<file path="config.mk">
export PLATFORM = sky130hd
export DESIGN_NAME = operand_stage
export DESIGN_NICKNAME = d
export VERILOG_FILES = /design/src/rtl/operand_stage_pkg.sv /design/src/rtl/operand_stage_reg_file_2r1w.sv /design/src/rtl/operand_stage.sv
export SDC_FILE = /design/constraint.sdc
export NUM_CORES = 1
export LEC_CHECK = 0
export CORE_MARGIN = 3
export CORE_UTILIZATION = 40
export DETAILED_ROUTE_END_ITERATION = 8
export REMOVE_ABC_BUFFERS = 1
export SYNTH_ARGS = -nofsm -noshare
export SYNTH_HDL_FRONTEND = slang
export SYNTH_SLANG_ARGS = --single-unit
</file>
<file path="constraint.sdc">
create_clock -name clk -period 2.55 [get_ports clk]
set_clock_uncertainty 0.05 [all_clocks]
set_input_delay 0.255 -clock clk [delete_from_list [all_inputs] [get_ports clk]]
set_output_delay 0.255 -clock clk [all_outputs]
set_load 0.01 [all_outputs]
</file>
<file path="src/rtl/operand_stage_pkg.sv">
// Shared widths, ALU op field layout and named op constants for the
// decode/operand-fetch stage and the ALU it feeds.
package operand_stage_pkg;

  localparam int DATA_W = 24;
  localparam int ADDR_W = 4;
  localparam int NREGS  = 2 ** ADDR_W;

  // aluOp = {aInvert, bNegate, op[1:0]}
  localparam int ALUOP_AINV   = 3;
  localparam int ALUOP_BNEG   = 2;
  localparam int ALUOP_OP_HI  = 1;
  localparam int ALUOP_OP_LO  = 0;

  typedef enum logic [1:0] {
    OP_ADD = 2'b00,
    OP_AND = 2'b01,
    OP_OR  = 2'b10,
    OP_XOR = 2'b11
  } alu_op_e;

  localparam logic [3:0] ALUOP_SUB = 4'b0100;
  localparam logic [3:0] ALUOP_NOP = 4'b0000;

endpackage

</file>
<file path="src/rtl/operand_stage_reg_file_2r1w.sv">
// Architectural register file: two async read ports, one sync write port,
// r0 reads as zero, same-cycle write data bypassed onto the read ports.
module reg_file_2r1w
  import operand_stage_pkg::*;
(
  input  logic              clk,
  input  logic              rst,
  input  logic              we_i,
  input  logic [ADDR_W-1:0] waddr_i,
  input  logic [DATA_W-1:0] wdata_i,
  input  logic [ADDR_W-1:0] raddr0_i,
  input  logic [ADDR_W-1:0] raddr1_i,
  output logic [DATA_W-1:0] rdata0_o,
  output logic [DATA_W-1:0] rdata1_o
);

  logic [DATA_W-1:0] regs_q [NREGS];

  always_ff @(posedge clk) begin
    if (rst) begin
      for (int i = 0; i < NREGS; i++) regs_q[i] <= '0;
    end else if (we_i && (waddr_i != '0)) begin
      regs_q[waddr_i] <= wdata_i;
    end
  end

  always_comb begin
    rdata0_o = regs_q[raddr0_i];
    if (raddr0_i == '0)                     rdata0_o = '0;
    else if (we_i && (waddr_i == raddr0_i)) rdata0_o = wdata_i;
  end

  always_comb begin
    rdata1_o = regs_q[raddr1_i];
    if (raddr1_i == '0)                     rdata1_o = '0;
    else if (we_i && (waddr_i == raddr1_i)) rdata1_o = wdata_i;
  end

endmodule

</file>
<file path="src/rtl/operand_stage.sv">
// Decode/operand-fetch stage: resolves operands with EX/WB forwarding,
// detects load-use hazards and drives the ID/EX register feeding the ALU.
module operand_stage
  import operand_stage_pkg::*;
(
  input  logic              clk,
  input  logic              rst,
  input  logic              validIn,
  input  logic [ADDR_W-1:0] rs1,
  input  logic [ADDR_W-1:0] rs2,
  input  logic [DATA_W-1:0] imm,
  input  logic              useImm,
  input  logic [3:0]        aluOpIn,
  input  logic [ADDR_W-1:0] rdIn,
  input  logic              regWriteIn,
  input  logic              exValid,
  input  logic              exRegWrite,
  input  logic              exMemRead,
  input  logic [ADDR_W-1:0] exRd,
  input  logic [DATA_W-1:0] exResult,
  input  logic              wbEn,
  input  logic [ADDR_W-1:0] wbAddr,
  input  logic [DATA_W-1:0] wbData,
  input  logic              stallIn,
  input  logic              flush,
  output logic              hazard,
  output logic [DATA_W-1:0] A,
  output logic [DATA_W-1:0] B,
  output logic [3:0]        aluOp,
  output logic [ADDR_W-1:0] rdOut,
  output logic              regWriteOut,
  output logic              validOut
);

  logic [DATA_W-1:0] rf_rs1, rf_rs2;
  logic [DATA_W-1:0] op_a, op_b, rs2_val;
  logic              ex_fwd_ok;

  logic [DATA_W-1:0] a_d, a_q, b_d, b_q;
  logic [3:0]        op_d, op_q;
  logic [ADDR_W-1:0] rd_d, rd_q;
  logic              rw_d, rw_q, v_d, v_q;

  reg_file_2r1w u_rf (
    .clk      (clk),
    .rst      (rst),
    .we_i     (wbEn),
    .waddr_i  (wbAddr),
    .wdata_i  (wbData),
    .raddr0_i (rs1),
    .raddr1_i (rs2),
    .rdata0_o (rf_rs1),
    .rdata1_o (rf_rs2)
  );

  // A load in EX has no result yet, so it is never a forwarding source.
  assign ex_fwd_ok = exValid && exRegWrite && !exMemRead;

  always_comb begin
    op_a = rf_rs1;
    if (rs1 == '0)                          op_a = '0;
    else if (ex_fwd_ok && (exRd == rs1))    op_a = exResult;
  end

  always_comb begin
    rs2_val = rf_rs2;
    if (rs2 == '0)                          rs2_val = '0;
    else if (ex_fwd_ok && (exRd == rs2))    rs2_val = exResult;
  end

  assign op_b = useImm ? imm : rs2_val;

  assign hazard = !rst && validIn && exValid && exMemRead && exRegWrite &&
                  (exRd != '0) && ((exRd == rs1) || (!useImm && (exRd == rs2)));

  always_comb begin
    a_d  = a_q;
    b_d  = b_q;
    op_d = op_q;
    rd_d = rd_q;
    rw_d = rw_q;
    v_d  = v_q;
    if (flush || (!stallIn && (hazard || !validIn))) begin
      a_d  = '0;
      b_d  = '0;
      op_d = ALUOP_NOP;
      rd_d = '0;
      rw_d = 1'b0;
      v_d  = 1'b0;
    end else if (!stallIn) begin
      a_d  = op_a;
      b_d  = op_b;
      op_d = aluOpIn;
      rd_d = rdIn;
      rw_d = regWriteIn;
      v_d  = 1'b1;
    end
  end

  always_ff @(posedge clk) begin
    if (rst) begin
      a_q  <= '0;
      b_q  <= '0;
      op_q <= ALUOP_NOP;
      rd_q <= '0;
      rw_q <= 1'b0;
      v_q  <= 1'b0;
    end else begin
      a_q  <= a_d;
      b_q  <= b_d;
      op_q <= op_d;
      rd_q <= rd_d;
      rw_q <= rw_d;
      v_q  <= v_d;
    end
  end

  assign A           = a_q;
  assign B           = b_q;
  assign aluOp       = op_q;
  assign rdOut       = rd_q;
  assign regWriteOut = rw_q;
  assign validOut    = v_q;

endmodule

</file>
-- Yosys cells after proc, flatten, opt, wreduce, memory -nomap -nowiden
Memory sizes are Yosys's and may differ from the RTL's.
Index checks and enable logic that the tools add are counted.
- bits in registers: 58
- memories kept: 1
- memory bits (writable): 384
- word-level logic and storage cells: 55
- input port bits: 107
- memory list (name ; depth ; width ; rd ports ; clocked after memory_dff ; write ports ; line ; RTL):
    u_rf.regs_q ; 16 ; 24 ; 2 ; 0 ; 16 ; operand_stage_reg_file_2r1w.sv:17 ; logic [DATA_W-1:0] regs_q [NREGS];
- reductions and logical operators: 29
- equality and inequality tests: 4
- mux-type cells: 15
- operators with widths (kind ; count):
    two-way mux 24 bit ; 8
    OR reduction 24 bit ; 1
    equality test 4 bit ; 4
    logical AND 1 bit ; 15
    logical NOT 4 bit ; 2
    nonzero test 4 bit ; 2
    two-way mux 1 bit ; 6
    logical NOT 1 bit ; 5
    two-way mux 4 bit ; 1
    logical OR 1 bit ; 3
    OR reduction 2 bit ; 1

-- Logic depth before layout (Yosys ltp)
- depth in word-level cells: 11
- depth in mapped cells: 9

-- Hierarchy
Synthesis repeated with hierarchy kept, for this count alone.
- cells, all modules: 1912
- area, all modules: 23970.5 µm²
- modules (own cells, without submodules) (module ; instances ; cells each ; area an instance (µm²)):
    reg_file_2r1w ; 1 ; 1549 ; 21032.7
    operand_stage ; 1 ; 363 ; 2937.8

-- Worst setup path before layout
No wires, ideal clock.
- path kind: input-to-reg
- start: input rst
- end: memory u_rf.regs_q[7][0], enable pin
- path slack: 585 ps
- required time: 2142 ps
- arrival time: 1557 ps
- path buffers: 1
- stages: 5
- cells stage by stage: buf_2 nor2b_2 nand3_1 nor3b_1 or2_2
- RTL lines (element ; line ; RTL):
    start, declared ; operand_stage.sv:7 ; input logic rst,
    end, declared ; operand_stage_reg_file_2r1w.sv:17 ;

-- Worst setup path in the final report
- start: input exRd[0]
- end: output hazard
- cells in the longest elaborated chain, start to end: 4
- RTL lines (element ; line ; RTL):
    start, declared ; operand_stage.sv:19 ; input logic [ADDR_W-1:0] exRd,
    equality test 4 bit ; operand_stage.sv:74 ; (exRd != '0) && ((exRd == rs1) || (!useImm && (exRd == rs2)));
    logical AND 1 bit ; operand_stage.sv:74 ;
    logical OR 1 bit ; operand_stage.sv:74 ;
    logical AND 1 bit * ; operand_stage.sv:74 ;
    end, declared ; operand_stage.sv:26 ; output logic hazard,
Every way passes the cells marked *; elsewhere a longest branch is shown, timed or not.

==> out/results.txt <==
The commonest cells after synthesis are sky130_fd_sc_hd__edfxtp_1 (384), sky130_fd_sc_hd__and2_1 (364), sky130_fd_sc_hd__mux4_2 (170). The normalized max-slew margin was 46.9%; the post-DP HPWL was 52300 microns. The simple-gate share of the synthesized area was 13.8%. Of the total power, the clock network draws 40.1%. Final clock period utilization by the worst path: 91.8%. The later pin in the worst-skew pair is clocked with a latency of 0.59 ns.

The area fraction in compound gates after synthesis came out at 9.18%. Synthesis handed over a netlist of 1687 instances. The run gives 16700 as the via count of the first global-routing pass. The class of the most critical hold timing path is in2reg.

After synthesis, the share of flip-flops with an asynchronous set or reset is 0%. Overall die height: 248 microns. The summed negative setup slack over all endpoints was 0 ns; the netlist area before placement was 23500 sq um. In this run the worst path has a maximum fanout of 3. The clock tree synthesis step divided the H-tree into 2 levels. The fraction of final layout cells with drive strength greater than 1 was 25.1%; the final hold violation count was 0. Net switching is 25.0% of the power. The floorplan step defined a die boundary enclosing 61700 sq um. The run gives 0 as the number of setup buffers added after CTS. The run gives 0.851 as the weighted congestion at the end of routability-driven global placement. The sequential-to-total area share from yosys stat was 54.0%. STA classifies the critical path endpoint as an output port. After synthesis, the mean cell area works out to 13.9 sq um. Total power density per cell area: 637 nW/um^2. Counting along the longest clock path gives a buffer depth of 3. The logs give 0 for the number of setup violations in the final report and 88 for the count of standard-cell rows.

Number of buffers inserted during clock tree synthesis: 49. The relative contribution of combinational cells to total power is 13.3%. Yosys instantiated no cell more often than sky130_fd_sc_hd__edfxtp_1.

Of the total power, registers draw 46.6%. The clock-pin transition on the worst setup and hold timing paths works out to 0.06 ns. The tools report the count of unique library cells instantiated by Yosys as 52. After the first detailed-routing iteration, the DRC count stood at 1826. The number of clock sinks seen by CTS was 442; the core area was 57900 sq um. The tools report the power dissipated by switching net loads as 0.00456 W.

The worst setup path category was in2out. Static timing analysis puts the maximum clock frequency at 0.427 GHz. The synthesized flop and latch total is 442. The pre-antenna-repair detailed-routing pass consisted of 5 iterations.

TritonCTS built the clock tree. In the synthesized netlist, mux cells make up 18.7% of the area. The post-route antenna net violation count was 0; the pin count of the biggest net entering global routing was 47.

The top-area cell type share of the netlist area was 49.0%; the reported max-cap violation count was 0. In the final routed layout, each cell accounts on average for 30.4 microns. After Yosys synthesis, XOR and XNOR cells account for 0.660% of the synthesized area. The root buffer cell chosen for the clock tree is sky130_fd_sc_hd__clkbuf_16. Pin placement for this block handled 166 I/O pins. For this design, the CTS-stage hold fixing added 0 buffers. Overall power after layout: 0.0182 W. After routing the design area is 28600 sq um. The worst setup path is launched from an input port. The number of nets in the finished design is 1990, and the number of vias after detailed routing is 16600.

Among all flip-flop cells after synthesis, the most frequent one is sky130_fd_sc_hd__edfxtp_1. The logs give 26.2% for the global-route total usage across every layer and 0 for the count of cells resized by post-cts repair. The flow ran to the end, and the final reports show no timing, DRC or antenna violations. The die is 248 microns wide. IR analysis of the VDD net gives a maximum drop of 0.449 mV.

The synthesized netlist devotes 0% of its cell area to adder and majority cells. The logs give 119000 microns for the global-route wire length before repair and 0 for the remaining design rule violation count. The cell type with the largest total area after synthesis is sky130_fd_sc_hd__edfxtp_1. After detailed routing, the total wire length is 81800 microns.

The required time at the endpoint of the critical path was 2.25 ns. In this run the cell area measured after placement is 27000 sq um. The number of input and output port buffers inserted was 165; the leakage power of the design was 9.78 nW. The run gives 40.6% as the starting density of the core.

STA puts the critical path data arrival time at 2.04 ns. Setup repair after global routing left no endpoint under its margin. Compared with the post-synthesis result, the final layout area differs by 21.7%.

Internal power comes to 0.0137 W. After layout, the minimum clock period comes to 2.34 ns. The synthesis warning total was 0; the transition time at the pin with the least slew margin was 0.796 ns.

Yosys mapped a number of flops with a built-in enable equal to 384. Summed over all layers, the global routing overflow is 0. Average vias per placed instance: 6.16. After synthesis, the largest family of logic cells by area is multiplexers. The tools report the max-slew violation total from the final report as 0. Yosys attributes the largest share of cell area to sky130_fd_sc_hd__edfxtp_1 (49%), sky130_fd_sc_hd__mux4_2 (16%), sky130_fd_sc_hd__and2_1 (9.7%). The initial antenna violation count came out at 0.
-- layer usage --
metal | share of wire, % | vias up | routed length, microns | GRT usage (%)
met4 | 2.7 | 0 | 2190 | 7.64
met1 | 40 | 8495 | 32900 | 36.4
met3 | 11 | 124 | 8980 | 6.43
met2 | 46 | 997 | 37700 | 40.9
met5 | 0 | - | 0 | 0
li1 | - | 6952 | - | -
-- power by group through the flow --
stage | clock network, W | registers [W] | logic (W)
after floorplan | 0 | 0.00855 | 0.00110
after global placement | 0 | 0.00861 | 0.00238
after detailed placement | 0 | 0.00863 | 0.00239
after CTS | 0.00738 | 0.00848 | 0.00241
after global routing | 0.00765 | 0.00853 | 0.00255
final | 0.00731 | 0.00850 | 0.00242
-- critical path: stages --
cell and delay [ns]:
sky130_fd_sc_hd__clkdlybuf4s50_1 0.58, sky130_fd_sc_hd__xnor2_2 0.14, sky130_fd_sc_hd__nand4_1 0.18, sky130_fd_sc_hd__o21ai_1 0.20, sky130_fd_sc_hd__and2_1 0.14, sky130_fd_sc_hd__clkdlybuf4s50_1 0.54
-- state kept, by name (all words and copies together) (netlist names) --
signal       cells
u_rf.regs_q    384
A               24
B               24
aluOp            4
rdOut            4
regWriteOut      1
validOut         1
-- cell usage in the layout (no fill, tap or decap), types with 43 or more instances in the layout --
| master | count |
|---|---|
| sky130_fd_sc_hd__mux4_2 | 170 |
| sky130_fd_sc_hd__dfxtp_1 | 58 |
| sky130_fd_sc_hd__o221ai_1 | 45 |
| sky130_fd_sc_hd__a22oi_1 | 96 |
| sky130_fd_sc_hd__clkdlybuf4s50_1 | 156 |
| sky130_fd_sc_hd__buf_4 | 92 |
| sky130_fd_sc_hd__and2_1 | 364 |
| sky130_fd_sc_hd__edfxtp_1 | 384 |
| sky130_fd_sc_hd__clkbuf_16 | 51 |
| sky130_fd_sc_hd__buf_12 | 43 |
| sky130_fd_sc_hd__a21oi_1 | 97 |
-- through the flow --
| stage | worst slack, ns | utilization [%] | hold WS (ns) | cells |
|---|---|---|---|---|
| global route | 0.0402 | 49.4 | 0.0973 | 2689 |
| detailed placement | 0.0885 | 46.6 | 0.423 | 2597 |
| finish | 0.208 | 49.4 | 0.111 | 2690 |
| CTS | 0.212 | 49.4 | 0.0850 | 2689 |
| floorplan | -0.467 | - | 0.317 | 1536 |
| global placement | 0.101 | 46.6 | 0.411 | 2597 |
-- final cells by class --
class	instances	area (sq um)
clock inverter	26	248
clock buffer	66	1390
inverter	2	7.51
multi-input combinational	1092	10200
sequential	442	12700
timing repair buffer	296	3140
antenna	1	2.50
fill	4996	29300
tap	765	957
-- worst paths after layout --
check | from | endpoint | slack, ns | cells after the start
worst max-delay path | exRd[0] | hazard | 0.21 | 6
worst min-delay path | rst | u_rf.regs_q[0][19] | 0.11 | 1
worst max register to register | u_rf.regs_q[13][22] | B[22] | 0.65 | 5
worst min register to register | A[2] | A[2] | 0.44 | 2
-- kinds of logic after synthesis --
logic type | after synthesis
and+or+nand+nor | 511
xor gates and xnor gates | 16
muxes | 224
buffers and inverters | 176
DFF | 442
other | 1
AOI/OAI and AO/OA | 317
Note: power is estimated with default switching activity, not from simulation.
